$ cat src/rtl/rf_operand_fetch.sv
// Operand fetch stage: reads the register file, keeps a per-register pending scoreboard,
// stalls on RAW/WAW hazards and forwards same-cycle writeback into registered operands.
module rf_operand_fetch #(
   parameter int ADDR_WIDTH = 5,
   parameter int DATA_WIDTH = 32
) (
   input  logic                  clk,
   input  logic                  rst,
   input  logic                  flush,
   input  logic                  in_valid,
   output logic                  in_ready,
   input  logic [ADDR_WIDTH-1:0] in_rs1,
   input  logic [ADDR_WIDTH-1:0] in_rs2,
   input  logic [ADDR_WIDTH-1:0] in_rd,
   input  logic                  in_rd_wen,
   output logic [ADDR_WIDTH-1:0] rf_raddr1,
   output logic [ADDR_WIDTH-1:0] rf_raddr2,
   input  logic [DATA_WIDTH-1:0] rf_rdata1,
   input  logic [DATA_WIDTH-1:0] rf_rdata2,
   input  logic                  wb_valid,
   input  logic [ADDR_WIDTH-1:0] wb_addr,
   input  logic [DATA_WIDTH-1:0] wb_data,
   output logic                  out_valid,
   input  logic                  out_ready,
   output logic [DATA_WIDTH-1:0] out_src1,
   output logic [DATA_WIDTH-1:0] out_src2,
   output logic [ADDR_WIDTH-1:0] out_rd,
   output logic                  out_rd_wen,
   output logic                  idle
);

   localparam int NREG = 2 ** ADDR_WIDTH;

   logic [NREG-1:0]       pending;
   logic [NREG-1:0]       pending_next;
   logic                  wb_hit1, wb_hit2, wb_hit_rd;
   logic                  haz1, haz2, haz_rd;
   logic                  accept;
   logic [DATA_WIDTH-1:0] src1, src2;

   assign rf_raddr1 = in_rs1;
   assign rf_raddr2 = in_rs2;

   assign wb_hit1   = wb_valid && (wb_addr == in_rs1) && (in_rs1 != '0);
   assign wb_hit2   = wb_valid && (wb_addr == in_rs2) && (in_rs2 != '0);
   assign wb_hit_rd = wb_valid && (wb_addr == in_rd)  && (in_rd  != '0);

   // A pending register being written back this cycle is no longer a hazard.
   assign haz1   = (in_rs1 != '0) && pending[in_rs1] && !wb_hit1;
   assign haz2   = (in_rs2 != '0) && pending[in_rs2] && !wb_hit2;
   assign haz_rd = in_rd_wen && (in_rd != '0) && pending[in_rd] && !wb_hit_rd;

   assign in_ready = !flush && (!out_valid || out_ready) && !haz1 && !haz2 && !haz_rd;
   assign accept   = in_valid && in_ready;

   assign idle = (pending == '0) && !out_valid;

   always_comb begin
      src1 = rf_rdata1;
      src2 = rf_rdata2;
      if (in_rs1 == '0)  src1 = '0;
      else if (wb_hit1)  src1 = wb_data;
      if (in_rs2 == '0)  src2 = '0;
      else if (wb_hit2)  src2 = wb_data;
   end

   // Clear from writeback first so a same-cycle set on the same register wins.
   always_comb begin
      pending_next = pending;
      if (wb_valid)
         pending_next[wb_addr] = 1'b0;
      if (accept && in_rd_wen)
         pending_next[in_rd] = 1'b1;
      pending_next[0] = 1'b0;
   end

   always_ff @(posedge clk) begin
      if (rst) begin
         pending    <= '0;
         out_valid  <= 1'b0;
         out_src1   <= '0;
         out_src2   <= '0;
         out_rd     <= '0;
         out_rd_wen <= 1'b0;
      end else if (flush) begin
         pending   <= '0;
         out_valid <= 1'b0;
      end else begin
         pending <= pending_next;
         if (accept) begin
            out_valid  <= 1'b1;
            out_src1   <= src1;
            out_src2   <= src2;
            out_rd     <= in_rd;
            out_rd_wen <= in_rd_wen;
         end else if (out_ready) begin
            out_valid <= 1'b0;
         end
      end
   end

endmodule

$ cat config.mk
export PLATFORM = sky130hd
export DESIGN_NAME = rf_operand_fetch
export DESIGN_NICKNAME = d
export VERILOG_FILES = /design/src/rtl/rf_operand_fetch.sv
export SDC_FILE = /design/constraint.sdc
export NUM_CORES = 1
export LEC_CHECK = 0
export CORE_MARGIN = 2
export CORE_UTILIZATION = 39
export CTS_CLUSTER_DIAMETER = 200
export DETAILED_ROUTE_END_ITERATION = 8
export HOLD_SLACK_MARGIN = 0.15
export PLACE_DENSITY = 0.77
export SYNTH_ARGS = -nofsm -noshare
export SYNTH_HDL_FRONTEND = slang
export SYNTH_SLANG_ARGS = --single-unit
$ cat constraint.sdc
create_clock -name clk -period 6.48 [get_ports clk]
set_input_delay 1.62 -clock clk [delete_from_list [all_inputs] [get_ports clk]]
set_output_delay 1.62 -clock clk [all_outputs]
set_load 0.1 [all_outputs]
==> metrics, run 1 <==
Post-synth ARST share 0; worst path cell trace clkdlybuf4s50_1 > mux4_2 > a22oi_1 > a31oi_1 > o21ai_1 > and4_1 > buf_12; startpoint types input port; drt pass-1 iters 7; routed length per placed instance 18.9 um; width of the chip 132 um; Syn Inst Count roughly 670; Hold Slack about 480 ps; Internal 1.10 mW; fmax 171 MHz; worst min path class flop to flop; Worst-Margin Slew between 1000 and 1500 ps; number of cells on the worst reg-to-reg path 7; PnR worst setup slack between 600 and 700 ps; share of cells above drive strength 1 0.162; Synth area leaders dfxtp_1 32%, mux2_2 12%, mux2i_1 12%, nand2b_1 7.5%, mux4_2 6.7%; Antenna Cells 0; Net Switching around 0.57 mW; Final period util 0.904; clock insertion delay at the later pin of the skew report 350 ps; CP endpoint kind output pin; cts repair resizes 0; Max Cap Viol 0; Comb pwr share 0.281; CTS root buffer clkbuf_16; Peak supply drop roughly 0.12 mV; Ports about 210; Setup Fix Bufs, Post-CTS 0; Hold Fails Final Rpt 0; clock sinks about 100; fin area 0.00877 mm^2; cell total after placement 1026; critical path's slowest cell clkdlybuf4s50_1; TritonCTS clock tree done; CP required a little under 5000 ps; Layout Nets ~940; Die Y 132 um; fin crit period 5860 ps; final setup TNS 0 ps; dominant cell by count in the synthesized netlist dfxtp_1; CTS clock-pin slew for the worst setup and hold paths 70 ps; max-slew violation count 0; total number of vias 5754; total power between 1.5 and 2 mW; Mapped Area 0.00642 mm^2; Synth Flop Type dfxtp_1; outcome finished clean; first-pass GRT wire length 31200 um; Initial Utilization 0.401; Starting DRT DRC Count roughly 340; WL final slightly below 20000 um; largest area contributor in the netlist dfxtp_1; largest net degree at the start of global routing 81; Worst Skew 14.0 ps; number of synthesized register bits 102; max_slew headroom 0.308; hold-fix buffers at CTS 0; Finished Layout Cells 1042; leakage power around 3.4 nW; via/cell ratio 5.52; Die ar. 0.0175 mm^2; Post-synth EDFFs 0; dpl ws 598 ps; Final Core Density 0.548; crit path kind input port to output pin; number of synthesis warnings 0; gr usage total 0.223; pwr dens 191 mW/mm^2; grt ovf 0; Hold Crit Depth 2; Max FO, Critical Path 15; sequential share of the synthesized area 0.318; deepest clock path buffer count 2; number of buffers added on ports 205; H-Tree Depth 3; initial antenna violation count 0; register share of total power 0.391; post-synth top area share 0.318; DP Area around 0.0085 mm^2; routability cong. ~0.93; Cell Rows 46; Clock Power Share 0.328; switching portion of total power 0.342; RSZ-0062 raised after global routing no; detailed placement HPWL 13900 um; synth unique cells 53; DRC 0; # fillers ~1500; Detail Route Antenna Nets 0; core area 0.0160 mm^2; Avg Inst Size Synth 9.65 um^2; vias in the first global route 5667; CP arrival between 4000 and 5000 ps; cts bufs inserted 9; Net Count, Synth 788; Crit path largest cell delay 930 ps; P&R area growth vs syn 36.7%; final setup violation count 0; most common library cells after synthesis 102 x dfxtp_1, 77 x mux2i_1, 77 x nand2b_1
-- cells by family (layout without fill, tap and decap cells) --
kind of cell	Yosys count	in the layout	share of synthesized area
simple gates	218	218	0.184
mux	167	167	0.311
flops	102	102	0.318
compound gates	88	88	0.104
buf+inv	75	236	0.0620
xor+xnor	15	15	0.0205
-- metal layers --
metal / part of all wire / GRT usage
met5: 0 / 0
met4: 0.030 / 0.0890
met3: 0.089 / 0.0569
met2: 0.47 / 0.356
met1: 0.41 / 0.287
-- worst max-delay path: cells and delay by family --
kind	cells	cell delay, ps
buffers and inverters	2	1110
and+or+nand+nor	1	290
AOI/OAI and AO/OA	3	620
muxes	1	580
-- flip-flops by register name, summed over array words and instances, names as in the netlist --
name,count
out_src2,32
out_valid,1
out_src1,32
out_rd,5
pending,31
out_rd_wen,1
-- layout make-up --
class	count	area [um^2]	area share
Inverter	4	15.0	0.00171
Clock inverter	6	65.1	0.00741
Clock buffer	10	239	0.0272
Multi-Input combinational cell	488	4000	0.456
Sequential cell	102	2040	0.233
Tap cell	216	270	0.0308
Timing Repair Buffer	216	2140	0.244
-- power by group through the flow --
stage	clock network, mW	registers (mW)	logic [mW]
4_1_cts	0.566	0.656	0.473
6_report	0.550	0.656	0.472
3_3_place_gp	0	0.670	0.470
3_5_place_dp	0	0.670	0.471
2_1_floorplan	0	0.807	0.182
5_1_grt	0.597	0.658	0.495
-- path summary, 6_finish.rpt --
kind,startpoint,end,slack (ps)
max reg2reg,pending[27],out_src1[31],3370
min,out_src1[6],out_src1[6],480
min reg2reg,out_src1[6],out_src1[6],480
max,in_rd[0],in_ready,620
-- placed cells by master, fill, tap and decap left out, drive strengths merged, types with 2 or more instances in the layout --
master	instances
a21oi	2
a221oi	2
a22oi	2
a31oi	3
and3	2
and4	2
buf	17
clkbuf	10
clkdlybuf4s50	199
clkinv	3
dfxtp	102
inv	7
mux2	71
mux2i	77
mux4	19
nand2	72
nand2b	77
nand3	5
nand3b	9
nand4	7
nand4b	2
nor2	13
nor2b	6
nor3	4
nor3b	2
nor4	10
nor4b	2
o211ai	33
o21ai	2
o31ai	31
or3b	2
xnor2	7
xor2	8
No activity file was read; power rests on OpenSTA's default activity.
==> run 2: changes to the inputs <==
clock period = 5.7 ns   (was 6.48 ns; I/O delays follow)
==> run 2 against run 1 <==
Effect of this change: worst setup slack worse by 270 ps; worst hold slack worse by 1.8 ps; sequential power rose by 14%; final area hardly changed; non-clock buffer count up 7; first-iteration DRC count rose by 14%; global-route usage up 0.30 points; clock power up 8.4%; die area did not move; cell count grew 0.67%; clock skew fell by 2.6 ps; critical path type unchanged.
==> metrics, run 2 (synthesis gave the netlist of run 1 again) <==
P&R area growth vs syn 36.8%; clock insertion delay at the later pin of the skew report 350 ps; cell total after placement 1033; Antenna Cells 0; detailed placement HPWL 14100 um; Hold Crit Depth 2; Starting DRT DRC Count 391; RR Endpoint out_src2[0]; deepest clock path buffer count 2; Comb pwr share 0.287; cts bufs inserted 9; fmax approximately 190 MHz; grt ovf 0; Initial Utilization 0.401; routability cong. 0.951; Routed met3 length about 1900 um; CP arrival about 3900 ps; total number of vias 5829; CTS clock-pin slew for the worst setup and hold paths around 70 ps; commonest non-fill, non-tap cell in the layout clkdlybuf4s50_1; WL final 19900 um; core area 0.0160 mm^2; Die Y about 130 um; number of buffers added on ports 205; max_slew headroom 0.313; cts repair resizes 0; H-Tree Depth 3; Hold Startpoint out_rd[4]; Clock Power Share 0.317; Hold Fails Final Rpt 0; outcome finished clean; max-slew violation count 0; Cell Rows 46; leakage power 3.39 nW; worst min path class flop to flop; CTS root buffer clkbuf_16; pwr dens 214 mW/mm^2; fin crit period around 5400 ps; DRC 0; DR top layer met4; met1 WL between 8000 and 9000 um; Worst Skew 11.4 ps; Max FO, Critical Path 8; CP required 4280 ps; share of cells above drive strength 1 0.175; crit path kind input port to output pin; via/cell ratio 5.56; clock sinks 102; Max Cap Viol 0; Peak supply drop 0.148 mV; Finished Layout Cells 1049; gr usage total 0.226; routed length per placed instance 18.9 um; Die ar. roughly 0.018 mm^2; initial antenna violation count 0; Internal 1.24 mW; vias in the first global route a little under 6000; biggest regs out_src1: 32 flops, out_src2: 32 flops, pending: 31 flops; register share of total power 0.396; most frequent cells in the layout 193 x clkdlybuf4s50_1, 102 x dfxtp_1, 77 x mux2i_1, 77 x nand2b_1, 72 x nand2_1; width of the chip ~130 um; RSZ-0062 raised after global routing no; hold-fix buffers at CTS 0; switching portion of total power 0.341; reg-to-reg startpoint pending[18]; first-pass GRT wire length 31700 um; met2 wire len between 9000 and 10000 um; drt pass-1 iters 5; Reg2Reg Setup Slack 2810 ps; CP endpoint kind output pin; Worst-Margin Slew roughly 1000 ps; final setup TNS 0 ps; number of cells on the worst reg-to-reg path 7; WHS Endpoint out_rd[4]; largest net degree at the start of global routing 81; Net Switching between 0.6 and 0.7 mW; Setup Fix Bufs, Post-CTS 0; Ports 206; startpoint types input port; final setup violation count 0; Final period util 0.939; Layout Nets 951; Detail Route Antenna Nets 0; # fillers 1440; TritonCTS clock tree done
-- run 2: cell types whose count changed in the layout (fill, tap and decap cells not counted), sizes merged --
cell           before  now
clkinv              3    0
clkinvlp            0    3
buf                17   30
clkdlybuf4s50     199  193
-- run 2: area by class of cell --
class                           instances  area, um^2  area share
Multi-Input combinational cell        488        4000       0.456
Timing Repair Buffer                  223        2170       0.247
Sequential cell                       102        2040       0.233
Tap cell                              216         270      0.0308
Clock buffer                           10         229      0.0261
Clock inverter                          6        53.8     0.00613
Inverter                                4        15.0     0.00171
-- run 2: metrics by stage --
stage	setup slack, ps	utilization	power [mW]	hold slack, ps	instance area, um^2
after floorplan	731	-	1.12	499	6420
after global placement	377	0.531	1.30	459	8500
after detailed placement	355	0.531	1.30	463	8500
after CTS	360	0.549	1.90	475	8780
after global routing	162	0.549	1.95	492	8780
final	349	0.549	1.88	473	8780
-- run 2: layer usage --
layer / vias up / track usage
li1: 2728 / -
met1: 2760 / 0.295
met2: 294 / 0.365
met3: 47 / 0.0504
met4: 0 / 0.0842
met5: - / 0
-- run 2: power by group through the flow --
stage               logic (mW)  registers (mW)  clock network (mW)
finish                   0.539           0.745               0.596
global route             0.566           0.748               0.641
CTS                      0.540           0.745               0.613
detailed placement       0.538           0.762                   0
global placement         0.536           0.761                   0
floorplan                0.207           0.917                   0
-- run 2: worst max-delay path, cell delays in order --
cell and delay [ps]:
clkdlybuf4s50_1 770, mux4_2 570, o211ai_1 190, o32ai_1 110, o21ai_1 370, and4_1 310, buf_12 180
-- run 2: how the worst max path moves through the flow --
stage	depth (start not counted)	endpoint	slack [ps]	startpoint
floorplan	7	in_ready	730	in_rs2[0]
global placement	7	in_ready	380	in_rd[0]
detailed placement	7	in_ready	360	in_rd[0]
CTS	7	in_ready	360	in_rd[0]
global route	7	in_ready	160	in_rd[0]
finish	7	in_ready	350	in_rd[0]
==> run 3: changes to the inputs <==
ABC_AREA = 1   (was unset)
GPL_TIMING_DRIVEN = 0   (was unset)
PLACE_DENSITY = 0.78   (was 0.77)
==> run 3 against run 2 <==
Effect of this change: first-iteration DRC count increased by 52%; clock power increased by 3%; die area decreased by 1.2%; critical path depth increased by 6; fmax decreased by 3.0%; via count increased by 33%; sequential cell count unchanged; wire length increased by 22%; synthesized cell count increased by 50%; combinational power increased by 5.4%; global-route usage increased by 4.9 points.
==> metrics, run 3 <==
Final period util 0.968; commonest non-fill, non-tap cell in the layout nand2_1; number of cells on the worst reg-to-reg path 15; synth unique cells 28; Finished Layout Cells 1428; vias in the first global route around 7400; post-synth top area share 0.322; Avg Inst Size Synth approximately 6.4 um^2; Synth area leaders dfxtp_1 32%, nand2_1 13%, nand3_1 9.2%, a21oi_1 8.8%, nor2_1 6.9%; clock sinks 102; Post-synth EDFFs 0; Max FO, Critical Path 10; fmax between 150 and 200 MHz; hold-fix buffers at CTS 0; routed length per placed instance ~17 um; number of buffers added on ports 197; number of synthesis warnings 0; via/cell ratio 5.41; final setup TNS 0 ps; startpoint types input port; number of synthesized register bits 102; Max Cap Viol 0; TritonCTS clock tree done; core area around 0.016 mm^2; CP Depth 13; max-slew violation count 0; largest net degree at the start of global routing 20; Ports slightly above 200; largest area contributor in the netlist dfxtp_1; # fillers 1614; fin crit period 5520 ps; Die Y about 130 um; Worst-Margin Slew around 1100 ps; P&R area growth vs syn 40.2%; H-Tree Depth 3; gr usage total 0.275; Hold Fails Final Rpt 0; Antenna Cells 0; pwr dens roughly 220 mW/mm^2; cts bufs inserted 9; sequential share of the synthesized area 0.322; Mapped Area 0.00634 mm^2; share of cells above drive strength 1 0.0701; RSZ-0062 raised after global routing no; Synth Flop Type dfxtp_1; RR Endpoint out_src2[12]; Post-synth ARST share 0; Layout Nets 1330; Crit path largest cell delay 540 ps; drt pass-1 iters 5; Reg2Reg Setup Slack 3710 ps; first-pass GRT wire length roughly 38000 um; worst path cell trace clkdlybuf4s50_1 > inv_1 > nor2_1 > nor3_1 > nand2_1 > nor2_2 > nor2_2 > nand2_1 > nor2_4 > nor2_8 > buf_8 > buf_6 > clkbuf_4; Die ar. approximately 0.017 mm^2; detailed placement HPWL between 15000 and 20000 um; WL final 24300 um; Cell Rows 46; Hold Slack between 400 and 500 ps; reg-to-reg startpoint pending[3]; Worst Setup SP in_rs2[3]; Peak supply drop 0.153 mV; Starting DRT DRC Count 595; routability cong. ~0.96; max_slew headroom 0.268; Syn Inst Count 998; grt ovf 0; leakage power 3.41 nW; FF+latch area 0.00204 mm^2; Worst Skew 11.6 ps; Net Count, Synth 1121; worst min path class flop to flop; final setup violation count 0; most common library cells after synthesis 220 x nand2_1, 117 x nand3_1, 117 x nor2_1; initial antenna violation count 0; deepest clock path buffer count 2; Initial Utilization 0.399; CP required 4280 ps; CP arrival 4090 ps; clock insertion delay at the later pin of the skew report 360 ps; biggest regs out_src1: 32 flops, out_src2: 32 flops, pending: 31 flops; total number of vias about 7700; worst path buffer plus inverter count 5; CP endpoint kind output pin; most frequent cells in the layout 220 x nand2_1, 196 x clkdlybuf4s50_1, 117 x nand3_1, 117 x nor2_1, 112 x a21oi_1; Detail Route Antenna Nets 0; CTS clock-pin slew for the worst setup and hold paths 70 ps; area of the multi-input gates 0.00360 mm^2; dominant cell by count in the synthesized netlist nand2_1; DRC 0; cell total after placement 1411; width of the chip approximately 130 um; outcome finished clean; crit path kind input port to output pin; CP top delay family buffers and inverters; critical path's slowest cell clkdlybuf4s50_1; CTS root buffer clkbuf_16; CP endpoint in_ready
[run 3: kinds of logic after synthesis]
group	synth area share
and+or+nand+nor	0.360
AOI/OAI and AO/OA	0.205
buffers and inverters	0.110
DFF	0.322
xor gates and xnor gates	0.00276
[run 3: how the worst min path moves through the flow]
stage | depth (start not counted) | to | startpoint | slack, ps
2_1_floorplan | 2 | pending[12] | pending[12] | 480
3_3_place_gp | 2 | out_src2[9] | out_src2[9] | 450
3_5_place_dp | 2 | out_src2[20] | out_src2[20] | 450
4_1_cts | 2 | out_src1[28] | out_src1[28] | 460
5_1_grt | 2 | out_src1[2] | out_src1[2] | 490
6_report | 2 | out_src1[28] | out_src1[28] | 460
[run 3: cell type report]
| cell class | count | share of cell area |
|---|---|---|
| clock inverter | 7 | 0.00817 |
| sequential | 102 | 0.230 |
| multi-input combinational | 753 | 0.405 |
| clock buffer | 9 | 0.0254 |
| tap | 216 | 0.0304 |
| inverter | 58 | 0.0245 |
| buffer | 85 | 0.0538 |
| timing repair buffer | 198 | 0.223 |
[run 3: per-layer routing]
metal  routed length [um]  GRT usage  vias to the layer above
met5                    0          0                        -
met4                  642     0.0954                        0
met3                 2380     0.0683                       38
met2                11400      0.455                      411
met1                 9850      0.348                     3502
li1                     -          -                     3780
[run 3: repair_timing]
item                       CTS  global route
setup endpoints to repair    1             1
pin swaps                    0             1
gates resized for setup      5             1
buffers inserted             0             1
cloned                       0             0
[run 3: where the power goes]
group / leakage, nW / switching [mW] / internal (mW)
clock: 0.145 / 0.307 / 0.307
combinational: 2.43 / 0.378 / 0.190
sequential: 0.825 / 0.0106 / 0.731
[run 3: worst register-to-register path: stages (launching register included)]
cell and delay, ps:
dfxtp_1 360, inv_1 100, nand2_1 50, nand3_1 80
nand2_1 50, nand2_1 50, nand2_1 50, nor2_1 80
nand2_1 50, nand3_1 140, nand3_2 140, nor2_8 150
buf_8 170, buf_6 170, nand3_1 80, a21oi_1 180
[run 3: per-stage QoR]
| step | total power, mW | util | setup slack (ps) | area [um^2] |
|---|---|---|---|---|
| after detailed placement | 1.32 | 0.540 | -659 | 8580 |
| after global placement | 1.32 | 0.540 | -669 | 8580 |
| after global routing | 2.00 | 0.559 | 56.2 | 8880 |
| final | 1.92 | 0.559 | 184 | 8880 |
| after floorplan | 1.12 | - | 1390 | 6340 |
| after CTS | 1.93 | 0.559 | 26.9 | 8870 |
